[src/rtl/sub_serial.sv]
// Bit-serial two's-complement subtractor: out = a - b, LSB first.
// One operation at a time via start/busy/done; result lands after WIDTH edges.
module sub_serial #(
  parameter int WIDTH = 6
) (
  input  logic             clk,
  input  logic             rst_n,
  input  logic             start,
  input  logic [WIDTH-1:0] a,
  input  logic [WIDTH-1:0] b,
  output logic             busy,
  output logic             done,
  output logic [WIDTH-1:0] out,
  output logic             overflow
);

  localparam int CW = $clog2(WIDTH);
  localparam logic [CW-1:0] LAST = CW'(WIDTH - 1);

  typedef enum logic {
    IDLE = 1'b0,
    RUN  = 1'b1
  } state_t;

  state_t           state_q, state_d;
  logic [WIDTH-1:0] sh_a_q, sh_a_d;
  logic [WIDTH-1:0] sh_b_q, sh_b_d;
  logic             carry_q, carry_d;
  logic [CW-1:0]    cnt_q, cnt_d;
  logic [WIDTH-2:0] res_q, res_d;
  logic [WIDTH-1:0] out_q, out_d;
  logic             ovf_q, ovf_d;
  logic             done_q, done_d;

  logic             sum_bit;
  logic             carry_out;
  logic [WIDTH-1:0] res_nxt;

  // One full-adder slice on the current LSBs; the new sum bit enters from the MSB side
  always_comb begin
    sum_bit   = sh_a_q[0] ^ sh_b_q[0] ^ carry_q;
    carry_out = (sh_a_q[0] & sh_b_q[0])
              | (sh_a_q[0] & carry_q)
              | (sh_b_q[0] & carry_q);
    res_nxt   = {sum_bit, res_q};
  end

  // Next-state logic: accept in IDLE, shift one bit per edge in RUN
  always_comb begin
    state_d = state_q;
    sh_a_d  = sh_a_q;
    sh_b_d  = sh_b_q;
    carry_d = carry_q;
    cnt_d   = cnt_q;
    res_d   = res_q;
    out_d   = out_q;
    ovf_d   = ovf_q;
    done_d  = 1'b0;
    unique case (state_q)
      IDLE: begin
        if (start) begin
          state_d = RUN;
          sh_a_d  = a;
          sh_b_d  = ~b;
          carry_d = 1'b1;
          cnt_d   = '0;
          res_d   = '0;
        end
      end
      RUN: begin
        sh_a_d  = sh_a_q >> 1;
        sh_b_d  = sh_b_q >> 1;
        carry_d = carry_out;
        res_d   = res_nxt[WIDTH-1:1];
        cnt_d   = cnt_q + CW'(1);
        if (cnt_q == LAST) begin
          state_d = IDLE;
          done_d  = 1'b1;
          out_d   = res_nxt;
          // MSB slice: carry in != carry out means signed overflow
          ovf_d   = carry_q ^ carry_out;
          cnt_d   = '0;
        end
      end
      default: begin
        state_d = IDLE;
      end
    endcase
  end

  // State and datapath registers, all cleared by async reset
  always_ff @(posedge clk or negedge rst_n) begin
    if (!rst_n) begin
      state_q <= IDLE;
      sh_a_q  <= '0;
      sh_b_q  <= '0;
      carry_q <= 1'b0;
      cnt_q   <= '0;
      res_q   <= '0;
      out_q   <= '0;
      ovf_q   <= 1'b0;
      done_q  <= 1'b0;
    end else begin
      state_q <= state_d;
      sh_a_q  <= sh_a_d;
      sh_b_q  <= sh_b_d;
      carry_q <= carry_d;
      cnt_q   <= cnt_d;
      res_q   <= res_d;
      out_q   <= out_d;
      ovf_q   <= ovf_d;
      done_q  <= done_d;
    end
  end

  assign busy     = (state_q == RUN);
  assign done     = done_q;
  assign out      = out_q;
  assign overflow = ovf_q;

endmodule

[config.mk]
export PLATFORM = sky130hd
export DESIGN_NAME = sub_serial
export DESIGN_NICKNAME = d
export VERILOG_FILES = /design/src/rtl/sub_serial.sv
export SDC_FILE = /design/constraint.sdc
export NUM_CORES = 1
export LEC_CHECK = 0
export ABC_AREA = 1
export BUFFER_PORTS_ARGS = -buffer_cell sky130_fd_sc_hd__buf_4
export CORE_ASPECT_RATIO = 1.4
export CORE_MARGIN = 4
export CORE_UTILIZATION = 48
export DETAILED_ROUTE_END_ITERATION = 12
export PLACE_DENSITY = 0.73
export SLEW_MARGIN = 20
export SYNTH_ARGS = -nofsm -noshare
export SYNTH_HDL_FRONTEND = slang
export SYNTH_SLANG_ARGS = --single-unit
[constraint.sdc]
create_clock -name clk -period 1.2 [get_ports clk]
set_input_delay 0.24 -clock clk [delete_from_list [all_inputs] [get_ports clk]]
set_output_delay 0.24 -clock clk [all_outputs]
set_load 0.05 [all_outputs]
==> results.md, run 1 <==
Status:
- The flow ran to the end, but the final reports show violations.
- The final reports fail on setup timing.

CTS:
- The clock transition at the registers of the reported paths is ~0.09 ns.
- The number of clock buffers added by TritonCTS is 5.
- For the worst-skew pair, the clock arrives at the later sink with an insertion delay of 0.32 ns.
- CTS placed an instance of sky130_fd_sc_hd__clkbuf_4 at the clock tree root.
- The clock sink count is 30.
- The H-tree depth is 2.
- Counting along the longest clock path gives a buffer depth of 2.
- TritonCTS built the clock tree.

Setup path:
- The worst setup path is of the reg2reg kind.
- STA classifies the critical path endpoint as a register.
- Across all register-to-register paths, the minimum setup slack is -0.02 ns.
- Traced cell by cell, the critical path runs through inv_2 -> fa_2 -> inv_1 -> nand2_1 -> nand2_1.
- The worst setup path is launched from a register.
- The most common cell type on the critical path is sky130_fd_sc_hd__nand2_1.
- On the worst path, the slowest cell contributes a delay of between 0.5 and 0.6 ns.
- The data required time at the worst endpoint is approximately 1.4 ns.
- The slowest stage of the critical path belongs to the cell sky130_fd_sc_hd__fa_2.
- STA puts the critical path data arrival time at 1.44 ns.
- Along the worst path, the maximum fanout reaches 2.

STA:
- Setup violations remaining at the end of the flow were counted as 1.
- The final number of hold-violating endpoints is 0.
- The tightest hold path in the finished design has a slack of 0.102 ns.
- The worst path setup slack after routing is -0.0241 ns.
- The top achievable clock speed is ~820 MHz.
- For the final database, setup skew stands at 0.00335 ns.
- In this run the tightest slew margin relative to its limit is 0.755.
- The smallest clock period supported by the final layout is computed as 1.22 ns.
- Dividing the final minimum period by the clock period gives 1.02.
- The number of pins with negative max-slew slack in the final report is 0.
- Setup repair after global routing could not meet its margin everywhere.
- The pin slew with the least headroom to its limit is 0.367 ns.

Synth:
- The post-synthesis register bit count is 30.
- The mean instance size in the synthesized netlist is 8.45 um2.
- The total number of yosys warnings is 0.
- The number of different library cells in the post-synthesis netlist is 16.
- The synthesized instance count is about 150.
- Synthesis produced a netlist with a net count of 170.
- The part of the Yosys area used for sequential elements is 0.577.
- The synthesized netlist occupies a cell area of about 1300 um2.

Run:
- Across the run, the number of max-cap violations was 0.

Cells and area:
- Relative to the synthesized area, the layout overhead comes to 26.4%.
- The final design area excluding fillers is between 1500 and 2000 um2.
- Of the cells placed in the final design, the portion with a size suffix greater than 1 is 0.262.
- The leading cell type in the layout, fill and taps excluded is sky130_fd_sc_hd__nand2_1.
- After the last flow step, the layout net total stands at 206.
- The library cells used most frequently in the layout, excluding fill and tap cells, are 71 x sky130_fd_sc_hd__nand2_1, 31 x sky130_fd_sc_hd__buf_4, 29 x sky130_fd_sc_hd__dfrtp_1.
- The number of diodes is 0.

Drt:
- For this run, design rule violations remaining after detail routing come to 0.
- In the routed layout, each cell is associated on average with a via count of approximately 4.7.
- Dividing the detail-routed wire length by the instance count gives just over 10 um.
- In this run the remaining antenna-violating nets after routing total 0.
- The routed layout has 1,060 vias.
- The count of TritonRoute iterations in the first routing pass is 4.
- The final wirelength is about 2.3 mm.
- In this run, the number of DRC markers left after iteration 0 of detailed routing was 30.

Placed design:
- The number of buffers inserted by port buffering is 23.
- The cell area after placement is 1530 um2.
- The HPWL reported at the end of detailed placement is around 1.7 mm.
- The weighted congestion reported at the end of routability-driven placement is between 0.7 and 0.8.
- OpenSTA, run right after detailed placement, puts the worst setup slack at -0.00448 ns.

Power:
- The largest vdd supply drop is between 1000 and 1500 uV.
- The leakage power is between 0.0009 and 0.001 uW.
- The total power is 3920 uW.
- The power density over the cells is 2380 nW/um2.

Floorplanning:
- The area of the core region is 2620 um2.
- The die covers approximately 3600 um2.
- The die is just under 70 um tall.
- In this run the count of I/O pins placed on the die edge is 24.
- The initialized floorplan defines 22 standard-cell rows.
- The initial utilization of the core area, before any placement, comes to 0.498.
- The overall die width is 52.0 um.

Global route:
- Across every metal layer, demand over resource in global routing totals 0.152.
- The via count of the first global-routing pass is 1,001.
- The wire length of the first global-routing pass is between 4 and 5 mm.
- The global route total overflow is 0.
- The pin count of the biggest net entering global routing is 31.
- The initial antenna violation count is 0.

Hold path:
- The path type of the worst min-delay path is in2reg.
critical path, delay by kind of cell (launching register included):
family | cells | cell delay, ns
buffers and inverters | 2 | 0.09
adders and majority gates | 1 | 0.56
and+or+nand+nor | 2 | 0.10
DFF | 1 | 0.37
power by group:
part           leakage [uW]  internal (uW)  total (uW)  switching, uW
Clock             0.0000353            284         611            328
Sequential         0.000389           1390        1620            227
Combinational      0.000479            644        1690           1050
Total              0.000903           2320        3920           1600
per-layer routing:
metal / track usage / routed length, um / vias to the layer above
met5: 0 / 0 / -
met4: 0.0525 / 12 / 0
met3: 0.0645 / 177 / 2
met2: 0.245 / 1180 / 29
met1: 0.177 / 941 / 490
li1: - / - / 539
synthesized netlist by cell type:
master / count / area [um2]
sky130_fd_sc_hd__a21oi_1: 1 / 5.00
sky130_fd_sc_hd__a22oi_1: 1 / 7.51
sky130_fd_sc_hd__buf_2: 1 / 5.00
sky130_fd_sc_hd__buf_4: 1 / 7.51
sky130_fd_sc_hd__buf_6: 2 / 22.5
sky130_fd_sc_hd__dfrtp_1: 30 / 751
sky130_fd_sc_hd__fa_1: 1 / 20.0
sky130_fd_sc_hd__inv_1: 20 / 75.1
sky130_fd_sc_hd__inv_2: 1 / 3.75
sky130_fd_sc_hd__nand2_1: 72 / 270
sky130_fd_sc_hd__nand3_1: 10 / 50.1
sky130_fd_sc_hd__nor2_1: 4 / 15.0
sky130_fd_sc_hd__nor2_2: 1 / 6.26
sky130_fd_sc_hd__nor2_4: 2 / 22.5
sky130_fd_sc_hd__o21ai_0: 3 / 15.0
sky130_fd_sc_hd__o22ai_1: 4 / 25.0
final timing paths:
path,from,to,cells past startpoint
max,sh_a_q[0],out[5],5
min,b[5],sh_b_q[5],2
max reg2reg,sh_a_q[0],out[5],5
min reg2reg,res_q[3],out[3],2
max in group asynchronous,rst_n,busy,2
min in group asynchronous,rst_n,out[0],2
kinds of logic after synthesis:
logic type      synth area share
compound gates            0.0404
flops                      0.577
buf+inv                   0.0875
fa+ha+maj                 0.0154
simple gates               0.280
sequential cells by signal, summed over array words and instances (netlist names), 3 cells and up:
signal,count
sh_b_q,6
sh_a_q,6
cnt_q,3
res_q,5
out,6
timing repair:
action                                  in CTS  in global routing
hold buffers                                 1                  0
resized for setup                            0                  7
buffers inserted                             3                  2
pin swaps                                    1                  5
endpoints found under the setup margin       3                 12
endpoints found under the hold margin       30                  0
area by class of cell:
cell class                      instances  area (um2)
Fill cell                             251         970
Inverter                               21        78.8
Clock inverter                          1        5.00
Multi-Input combinational cell         99         447
Tap cell                               36        45.0
Timing Repair Buffer                   33         263
Clock buffer                            7        55.1
Sequential cell                        30         752
through the flow:
stage	utilization	setup TNS, ns	instances
floorplan	-	0	154
global placement	0.584	0	213
detailed placement	0.584	-0.00838	213
CTS	0.620	-0.00540	225
global route	0.629	-0.105	227
finish	0.629	-0.0241	227
Note: power is estimated with default switching activity, not from simulation.
==> run 2: changes to the inputs <==
Settings changed: TNS_END_PERCENT set to 20.
==> results.md, run 2 (synthesis results as in run 1) <==
Setup path:
- The class of the most critical setup path is reg2reg.
- Along the worst path, the maximum fanout reaches 2.
- STA classifies the critical path endpoint as a register.
- The cell with the largest stage delay on the worst path is sky130_fd_sc_hd__fa_2.
- STA puts the critical path data required time at 1.42 ns.
- Traced cell by cell, the critical path runs through inv_2 -> fa_2 -> inv_1 -> nand2_1 -> nand2_1.
- The peak per-stage delay on the critical path is approximately 0.56 ns.
- The signal arrival time at the worst endpoint is 1.44 ns.
- Counting buffers and inverters, the worst setup path is 5 cells deep.
- Counting stages on the worst path, the most repeated cell is sky130_fd_sc_hd__nand2_1.
- STA classifies the critical path startpoint as a register.
- The depth of the most critical reg-to-reg path is 5.
- Counting both buffers and inverters, the worst setup path holds a total of 2.
- The cell family with the largest share of critical-path delay is adder cells.

STA:
- In the finished design, the share of the clock period the worst path needs comes to 1.02.
- Setup violations remaining at the end of the flow were counted as 1.
- The worst path setup slack after routing is -0.0217 ns.
- The tightest hold path in the finished design has a slack of a little over 0.1 ns.
- Summed over all failing endpoints, the final setup total negative slack is -0.0217 ns.
- The relative max-transition margin is 0.757.
- The number of pins with negative max-slew slack in the final report was 0.
- The top achievable clock speed is a little over 800 MHz.
- The final number of hold-violating endpoints is 0.
- For the pin with the worst max-slew slack, the measured transition is between 0.3 and 0.4 ns.
- The minimum clock period is about 1.2 ns.
- The final setup skew is roughly 0.0023 ns.
- Setup repair after global routing could not meet its margin everywhere.

Global route:
- The global route total overflow is 0.
- The wire length of the first global-routing pass is 4.14 mm.
- Entering global routing, the biggest net connects 31 pins.
- In the global route stage, overall resource usage came out at 0.152.
- The initial antenna violation count is 0.
- The via count of the first global-routing pass is around 1,000.

Floorplanning:
- After floorplanning, the core was sized to cover ~2600 um2.
- The floorplan step defined a die boundary enclosing 3620 um2.
- 24 I/O pins were placed.
- The y dimension of the die is just under 70 um.
- The overall die width is approximately 52 um.
- The total number of placement rows is 22.
- The initial standard-cell utilization of the core is 0.498.

Cells and area:
- The area growth from synthesis to layout is 25.7%.
- For this run, the post-layout net count is 205.
- After the flow finishes, the layout carries non-filler instances totaling 226.
- In the layout the commonest cells are 72 x sky130_fd_sc_hd__nand2_1, 30 x sky130_fd_sc_hd__buf_4, 29 x sky130_fd_sc_hd__dfrtp_1.
- The leading cell type in the layout, fill and taps excluded is sky130_fd_sc_hd__nand2_1.
- The number of diodes is 0.
- The share of layout cells above drive strength 1 is 0.253.

Drt:
- Dividing the detail-routed wire length by the instance count gives ~10 um.
- In this run the remaining antenna-violating nets after routing total 0.
- In this run, the number of DRC markers left after iteration 0 of detailed routing was 29.
- The mean number of vias per cell is around 4.7.
- The pre-antenna-repair detailed-routing pass consisted of 4 iterations.
- The final wirelength is around 2.3 mm.
- Across all layers, the routed design uses between 1,000 and 1,500 vias.
- The DRC violation count after routing is 0.

Hold path:
- The worst hold path belongs to the class in2reg.
- The worst hold path was traced through 2 stages.

Placed design:
- At the placement stage, the worst setup path has a slack of -0.00448 ns.
- At the end of routability-driven placement, the weighted congestion stood at about 0.76.
- The number of buffers inserted by port buffering is 23.
- The number of placed instances, taps included, is 213.
- Detailed placement finished with a half-perimeter wire length of ~1.7 mm.

CTS:
- The number of buffers between clock root and the deepest sink is 2.
- The cell sitting at the root of the clock tree is a sky130_fd_sc_hd__clkbuf_4.
- Clock-pin slew was measured on the worst setup and hold paths at approximately 0.090 ns.
- TritonCTS built the clock tree.
- The H-tree depth is 2.
- The clock sink count is 30.
- The worst-skew pair later-pin latency is about 0.32 ns.
- The number of CTS-inserted buffers is 5.

Status:
- The flow ran to the end, but the final reports show violations.
- The checks that failed: setup timing.

Power:
- The total power is roughly 4000 uW.
- The power density over the cells is between 2000 and 2500 nW/um2.
- The leakage power is approximately 0.0009 uW.
- The largest vdd supply drop is 1090 uV.

Run:
- Across the run, the number of max-cap violations was 0.
## run 2: cell types whose count changed in the layout (fill, tap and decap cells not counted), sizes merged
cell	change
buf	-1
## run 2: final timing paths
check                           from         to  slack, ns
min reg2reg                 res_q[3]     out[3]       0.47
min in group asynchronous      rst_n     out[0]       0.37
max in group asynchronous      rst_n       busy       0.55
min                             b[5]  sh_b_q[5]       0.10
max reg2reg                sh_a_q[0]     out[5]      -0.02
max                        sh_a_q[0]     out[5]      -0.02
## run 2: timing repair
item | in CTS | in global routing
hold buffers | 1 | 0
setup endpoints to repair | 3 | 12
endpoints found under the hold margin | 30 | 0
resized for setup | 1 | 5
buffers inserted | 1 | 3
pin swaps | 2 | 4
## run 2: stage by stage
stage,area [um2],util
after floorplan,1300,-
after global placement,1530,0.584
after detailed placement,1530,0.584
after CTS,1610,0.614
after global routing,1640,0.625
final,1640,0.625
## run 2: where the power goes
group	leakage [uW]	switching, uW	total, uW	internal, uW
Combinational	0.000473	1040	1660	623
Clock	0.0000353	329	613	284
Sequential	0.000389	228	1620	1390
Total	0.000897	1600	3890	2300
## run 2: area by class of cell
cell class | count | area, um2
well taps | 36 | 45.0
flip-flops and latches | 30 | 752
clock inverters | 1 | 5.00
multi-input cells | 99 | 444
repair buffers | 32 | 255
inverters | 21 | 78.8
clock buffers | 7 | 55.1
fillers | 249 | 980
## run 2: per-layer routing
layer / GRT usage / wire [um]
met1: 0.177 / 949
met2: 0.245 / 1180
met3: 0.0645 / 185
met4: 0.0525 / 12
met5: 0 / 0
